### config.mk
export PLATFORM = sky130hd
export DESIGN_NAME = expr_result_misr
export DESIGN_NICKNAME = d
export VERILOG_FILES = /design/src/rtl/expr_hammer_pkg.sv /design/src/rtl/expr_fold.sv /design/src/rtl/expr_result_misr.sv
export SDC_FILE = /design/constraint.sdc
export NUM_CORES = 1
export LEC_CHECK = 0
export ABC_CLOCK_PERIOD_IN_PS = 2600
export CAP_MARGIN = 25
export CORE_ASPECT_RATIO = 2
export CORE_MARGIN = 1
export CORE_UTILIZATION = 45
export DETAILED_ROUTE_END_ITERATION = 8
export HOLD_SLACK_MARGIN = 0.08
export PLACE_DENSITY_LB_ADDON = 0.05
export SYNTH_ARGS = -nofsm -noshare
export SYNTH_HDL_FRONTEND = slang
export SYNTH_SLANG_ARGS = --single-unit
### constraint.sdc
create_clock -name clk -period 2.6 [get_ports clk]
set_clock_uncertainty 0.2 [all_clocks]
set_input_delay 0.39 -clock clk [delete_from_list [all_inputs] [get_ports clk]]
set_output_delay 0.39 -clock clk [all_outputs]
set_load 0.05 [all_outputs]
### src/rtl/expr_hammer_pkg.sv
// Shared types and helpers for the expression-result MISR slice.
package expr_hammer_pkg;

  localparam int          MISR_W   = 32;
  localparam logic [31:0] DEF_POLY = 32'h04C11DB7;
  localparam logic [31:0] DEF_SEED = 32'hFFFFFFFF;

  typedef enum logic [1:0] {
    IDLE  = 2'd0,
    RUN   = 2'd1,
    DRAIN = 2'd2,
    DONE  = 2'd3
  } state_t;

  // One Galois MISR step: shift left, fold in the polynomial when the MSB
  // falls out, then absorb the new data word.
  function automatic logic [MISR_W-1:0] misr_step(
    input logic [MISR_W-1:0] sig,
    input logic [MISR_W-1:0] din,
    input logic [MISR_W-1:0] poly
  );
    return {sig[MISR_W-2:0], 1'b0} ^ (sig[MISR_W-1] ? poly : '0) ^ din;
  endfunction

endpackage

### src/rtl/expr_fold.sv
// Combinational XOR folder: squeezes a Y_W-bit result vector to 32 bits.
module expr_fold #(
  parameter int Y_W = 90
) (
  input  logic [Y_W-1:0] y_data,
  output logic [31:0]    fold
);

  // Zero-extend to three full words so bits beyond Y_W contribute nothing.
  logic [95:0] ext;

  // XOR the three 32-bit words together.
  always_comb begin
    ext  = 96'(y_data);
    fold = ext[31:0] ^ ext[63:32] ^ ext[95:64];
  end

endmodule

### src/rtl/expr_result_misr.sv
// Result-bus compactor: folds each accepted vector to 32 bits, runs it through
// a MISR, and compares the final signature with a golden value.
module expr_result_misr
  import expr_hammer_pkg::*;
#(
  parameter int          Y_W         = 90,
  parameter int          NUM_VECTORS = 256,
  parameter logic [31:0] SEED        = DEF_SEED,
  parameter logic [31:0] POLY        = DEF_POLY
) (
  input  logic             clk,
  input  logic             rst,
  input  logic             start,
  input  logic             y_valid,
  output logic             y_ready,
  input  logic [Y_W-1:0]   y_data,
  input  logic [31:0]      exp_sig,
  output logic             busy,
  output logic             done,
  output logic             match,
  output logic [31:0]      signature,
  output logic [15:0]      count
);

  localparam logic [15:0] LAST = 16'(NUM_VECTORS - 1);

  state_t      state;
  logic        fold_v;
  logic [31:0] fold_q;
  logic [31:0] fold;
  logic [31:0] sig_next;
  logic        acc;

  expr_fold #(.Y_W(Y_W)) u_fold (
    .y_data (y_data),
    .fold   (fold)
  );

  // Handshake and the value the MISR will hold after this edge.
  always_comb begin
    acc      = y_valid & y_ready;
    sig_next = fold_v ? misr_step(signature, fold_q, POLY) : signature;
  end

  // Fold pipeline, MISR update and run-control FSM; the FSM's reseed on start
  // is written last so it overrides the pipeline assignments.
  always_ff @(posedge clk) begin
    if (rst) begin
      state     <= IDLE;
      signature <= SEED;
      count     <= '0;
      fold_v    <= 1'b0;
      fold_q    <= '0;
      done      <= 1'b0;
      match     <= 1'b0;
      busy      <= 1'b0;
      y_ready   <= 1'b0;
    end else begin
      fold_v    <= acc;
      signature <= sig_next;
      if (acc) begin
        fold_q <= fold;
        count  <= count + 16'd1;
      end

      case (state)
        IDLE, DONE: begin
          if (start) begin
            state     <= RUN;
            signature <= SEED;
            count     <= '0;
            match     <= 1'b0;
            done      <= 1'b0;
            busy      <= 1'b1;
            y_ready   <= 1'b1;
          end
        end
        RUN: begin
          if (acc && count == LAST) begin
            state   <= DRAIN;
            y_ready <= 1'b0;
          end
        end
        DRAIN: begin
          // The last folded word lands in the signature on this edge.
          state <= DONE;
          busy  <= 1'b0;
          done  <= 1'b1;
          match <= (sig_next == exp_sig);
        end
        default: state <= IDLE;
      endcase
    end
  end

endmodule

# == After elaboration in Yosys (flattened, before gate mapping) ==
# Index checks and enable logic that the tools add are counted.
# word_totals
word_cells,47
output_inout_bits,52
inputBits,126
register_bits,87
# op_classes
bitwise,5
addsub,1
n_reduce_logical,8
eq_ne,7
n_mux,17
# ops
op,n
$mux W32,3
$xor A32 B32 Y32,2
$mux W16,3
$eq A32 B32 Y1,1
$xor A32 B26 Y32,1
$xor A32 B27 Y32,1
$mux W27,1
$add A16 B1 Y16 const B,1
$eq A16 B8 Y1 const B,1
$pmux W1 S2,4
$pmux W2 S3,1
$eq A2 B2 Y1 const B,2
$mux W2,2
$ne A2 B2 Y1 const B,2
$reduce_and A2 Y1,2
$reduce_bool A2 Y1,2
$mux W1,3
$reduce_and A3 Y1,1
$eq A2 B1 Y1 const B,1
$logic_not A2 Y1,1
$reduce_or A2 Y1,1
$and A1 B1 Y1,1
$logic_and A1 B1 Y1,1

# == Depth between registers and ports, before layout ==
# logic_depth
word_depth,6
ltp_mapped,9
ltp_nobuf,9

# == By module ==
# A second synthesis with hierarchy kept.
# unflattened
hier_cells,550
area_unflattened_um2,5033.6
# by_module_without_submodules
mod,cells_per_inst,seq_area_each_um2,n_inst,area_per_inst_um2
expr_result_misr,518,1741.7,1,4362.9
expr_fold,32,0.0,1,670.6

# == Worst setup path before layout ==
# Ideal clock, no wire load.
# synth_path
path_type,register to register
startpoint,register signature[31]
endpoint,register match
setup_time_ps,74
required_time_ps,2326
path_stages_with_launch,9
arrival_ps,2185
setup_slack_ps,142
cell_sequence,dfxtp_1 buf_6 buf_12 xnor2_2 xnor2_1 mux2i_4 xnor2_1 or4_1 o22ai_2
# synth_between
elab_chain_cells,6
# synth_lines
element,line_no,source
"start, declared",expr_result_misr.sv:21,"output logic [31:0] signature,"
"start signal, assigned",expr_result_misr.sv:60,signature <= sig_next;
$mux W27,expr_hammer_pkg.sv:22,"return {sig[MISR_W-2:0], 1'b0} ^ (sig[MISR_W-1] ? poly : '0) ^ din;"
$xor A32 B27 Y32,expr_hammer_pkg.sv:22,
$xor A32 B32 Y32,expr_hammer_pkg.sv:22,
$mux W32 *,expr_result_misr.sv:42,"sig_next = fold_v ? misr_step(signature, fold_q, POLY) : signature;"
$eq A32 B32 Y1 *,expr_result_misr.sv:89,match <= (sig_next == exp_sig);
$pmux W1 S2 *,expr_result_misr.sv:66,case (state)
"end signal, assigned",expr_result_misr.sv:89,
"end, declared",expr_result_misr.sv:20,"output logic match,"
# Every way passes the cells marked *; elsewhere a longest branch is shown, timed or not.
# A chain may end at the register's enable or synchronous reset.

# == Worst setup path in the final report ==
# Ends and elaborated chain as after synthesis.

==> metrics.md <==
| Metric | Value |
|---|---|
| Outcome | `completed` |
| DRC | `0` |
| Syn Nets | `between 700 and 800` |
| Critical Path AT | `2620 ps` |
| Compound-Gate Fraction of Synth Area | `0.107` |
| Antenna cells | `0` |
| Setup_tns | `0 ps` |
| Post-synthesis average cell area | `8.33 um2` |
| Routed Antenna Nets | `0` |
| Worst endpoint required time | `2670 ps` |
| Ranking of synthesized cells by area | `dfxtp_1, xnor2_1, nand2_1` |
| CTS tree | `done` |
| Cells after synthesis | `581` |
| Register share of total power | `0.357` |
| Top Ports | `178` |
| Post-detail-place hpwl | `11.0 mm` |
| Clk pwr share | `0.297` |
| Yosys warns | `0` |
| Xor-xnor portion of the synthesized cell area | `0.284` |
| Post-cts resize count | `0` |
| H-tree Lvls | `3` |
| Count of final hold-check violations | `0` |
| Count of final setup violators | `0` |
| Post-Synth Adder-Cell Area | `0.00776` |
| WS Path Type | `flop to flop` |
| Initial antenna violation count | `0` |
| Die W | `75.3 um` |
| Met1 Use GR | `0.252` |
| Seq/Total Area, Yosys | `0.360` |
| M2 GR Usage | `0.472` |
| Share of layout cells above drive strength 1 | `0.0614` |
| Startpoint Class | `flop` |
| Port bufs | `177` |
| Postcts setup bufs | `0` |
| GR peak layer | `met2` |
| Internal Pwr Total | `about 3 mW` |
| Hold WC Path Type | `flop to flop` |
| Fmax | `~0.39 GHz` |
| Post-synth top area share | `0.360` |
| GR Layer Usage met3 | `0.0630` |
| # rows | `53` |
| Nets | `892` |
| Fillers | `934` |
| RSZ-0062 raised after global routing | `false` |
| CTS Buffer Depth | `2` |
| Core footprint | `10500 um2` |
| Vias | `4589` |
| DR pass1 iterations | `4` |
| Multiplexer share of the synthesized area | `0.0295` |
| Die area | `between 10000 and 15000 um2` |
| CP endpoint kind | `flop` |
| Clock Latency Late Sink | `approximately 340 ps` |
| Finished Cell Area | `7130 um2` |
| TritonCTS Buffers | `9` |
| Synth area leader | `dfxtp_1` |
| Synth-to-Final Area Change | `47.5%` |
| Total grt overflow | `0` |
| Power Dens Cells | `between 600 and 700 nW/um2` |
| Final worst-path cycle share | `0.978` |
| Yosys cell types | `45` |
| Pin count of the biggest net entering global routing | `41` |
| Cell Count, Final, Fillers Out | `903` |
| Simple-gate share of the synthesized area | `0.169` |
| Worst vdd ir | `0.370 mV` |
| Placed cell areas | `6830 um2` |
| Min cycle time layout | `2540 ps` |
| Ys flop type | `dfxtp_1` |
| WL per Instance | `15.4 um` |
| Initial Utilization | `0.462` |
| Total GRT Usage | `0.262` |
| Psw | `1.51 mW` |
| Slew @ Worst Pin | `541 ps` |
| Post-Route WL | `13.9 mm` |
| Sw Ratio | `0.335` |
| Synth Register Bits | `87` |
| Worst-path clk slew | `approximately 60 ps` |
| Clk sinks | `87` |
| Routed vias/inst | `5.08` |
| DR iter-0 viols | `187` |
| GPL Wtd Cong | `about 1` |
| Inst Count DP | `889` |
| Combinational power share | `0.346` |
| Max-cap violations | `0` |
| Hold buffers post-CTS | `0` |
| First-pass GRT wire length | `21.7 mm` |
| Asr flop ratio synth | `0` |
| Die Ht | `~150 um` |
| P_leak | `2.57 nW` |
| Root Driver | `clkbuf_16` |
| Largest family of logic cells by synthesized area | `XOR/XNOR gates` |
| Synth Cell Area | `4840 um2` |
| Worst slew margin | `0.637` |
| CP max FO | `4` |
| Final max-slew violation count | `0` |
| Vias in the first global route | `4632` |
| Number of flops mapped to enable cells by yosys | `0` |
[cell usage in the layout, fill, tap and decap left out, drive strengths merged, types with 2 or more instances in the layout]
cell           netlist  final
buf                  9     22
a22oi                2      2
clkdlybuf4s50        0    176
mux2i               13     13
o21ai               20     20
bufinv               0      2
nand4               10     10
a32oi                3      3
nor2b                2      2
dfxtp               87     87
a21oi               42     42
xor2                38     38
inv                 19     19
clkbuf              18     10
xnor2              114    114
ha                   3      3
a211oi               6      6
or3                  2      2
o22ai                5      5
a31o                 2      2
nor4                 5      5
nor3                 3      3
and4                 2      2
nand2              112    112
nand3               11     11
nor2                39     39
[final timing paths]
check	slack [ps]	end	cells past startpoint	from
max	60	match	7	signature[31]
min	260	fold_q[14]	2	fold_q[14]
max reg2reg	60	match	7	signature[31]
min reg2reg	260	fold_q[14]	2	fold_q[14]
[flip-flops by register name, indices dropped and copies added, names as in the netlist]
| name | count |
|---|---|
| fold_q | 32 |
| signature | 32 |
| count | 16 |
| state | 2 |
| busy | 1 |
| done | 1 |
| fold_v | 1 |
| match | 1 |
| y_ready | 1 |
[power groups by stage]
stage | Combinational (mW) | Clock [mW] | Sequential [mW]
6_report | 1.56 | 1.34 | 1.61
2_1_floorplan | 0.821 | 0 | 1.75
4_1_cts | 1.56 | 1.35 | 1.61
5_1_grt | 1.68 | 1.41 | 1.62
3_5_place_dp | 1.55 | 0 | 1.64
3_3_place_gp | 1.53 | 0 | 1.63
[cells by family after synthesis]
group,count (synthesis)
flops,87
simple gates,192
compound gates,88
xor+xnor,152
fa+ha+maj,3
buf+inv,46
mux,13
[per-stage QoR]
step | utilization | power [mW] | worst slack [ps] | hold WS (ps)
2_1_floorplan | - | 2.57 | 142 | 244
3_3_place_gp | 0.652 | 3.16 | 28.3 | 253
3_5_place_dp | 0.652 | 3.19 | -4.17 | 258
4_1_cts | 0.681 | 4.52 | 153 | 265
5_1_grt | 0.681 | 4.72 | 12.6 | 279
6_report | 0.681 | 4.50 | 57.4 | 265
[layer usage]
metal,vias up,wire length [um],part of all wire
li1,2267,-,-
met1,2101,4730,0.34
met2,177,7520,0.54
met3,44,810,0.058
met4,0,858,0.062
met5,-,0,0
[cell usage after synthesis, types with 4 or more instances]
library cell  number
nand3_1           11
inv_1             19
clkbuf_1          18
o22ai_1            4
nand4_1           10
dfxtp_1           87
nor4_1             5
mux2i_1           12
xor2_1            38
nand2_1          112
nor2_1            39
buf_1              4
xnor2_1          108
o21ai_0           20
a21oi_1           42
a211oi_1           6
xnor2_2            6
[cell type report]
cell class,instances,area (um2),area share
tap,137,171,0.0240
clock inverter,4,72.6,0.0102
clock buffer,10,229,0.0321
timing repair buffer,198,1950,0.274
multi-input combinational,448,2900,0.406
sequential,87,1740,0.244
inverter,19,71.3,0.0100
[worst max-delay path, stage by stage, from the launching register on]
cell,delay [ps]
dfxtp_1,370
xnor2_1,280
xnor2_1,100
mux2i_1,220
xor2_1,430
o2111ai_1,200
or4_1,540
o22ai_2,120
Note: power is estimated with default switching activity, not from simulation.
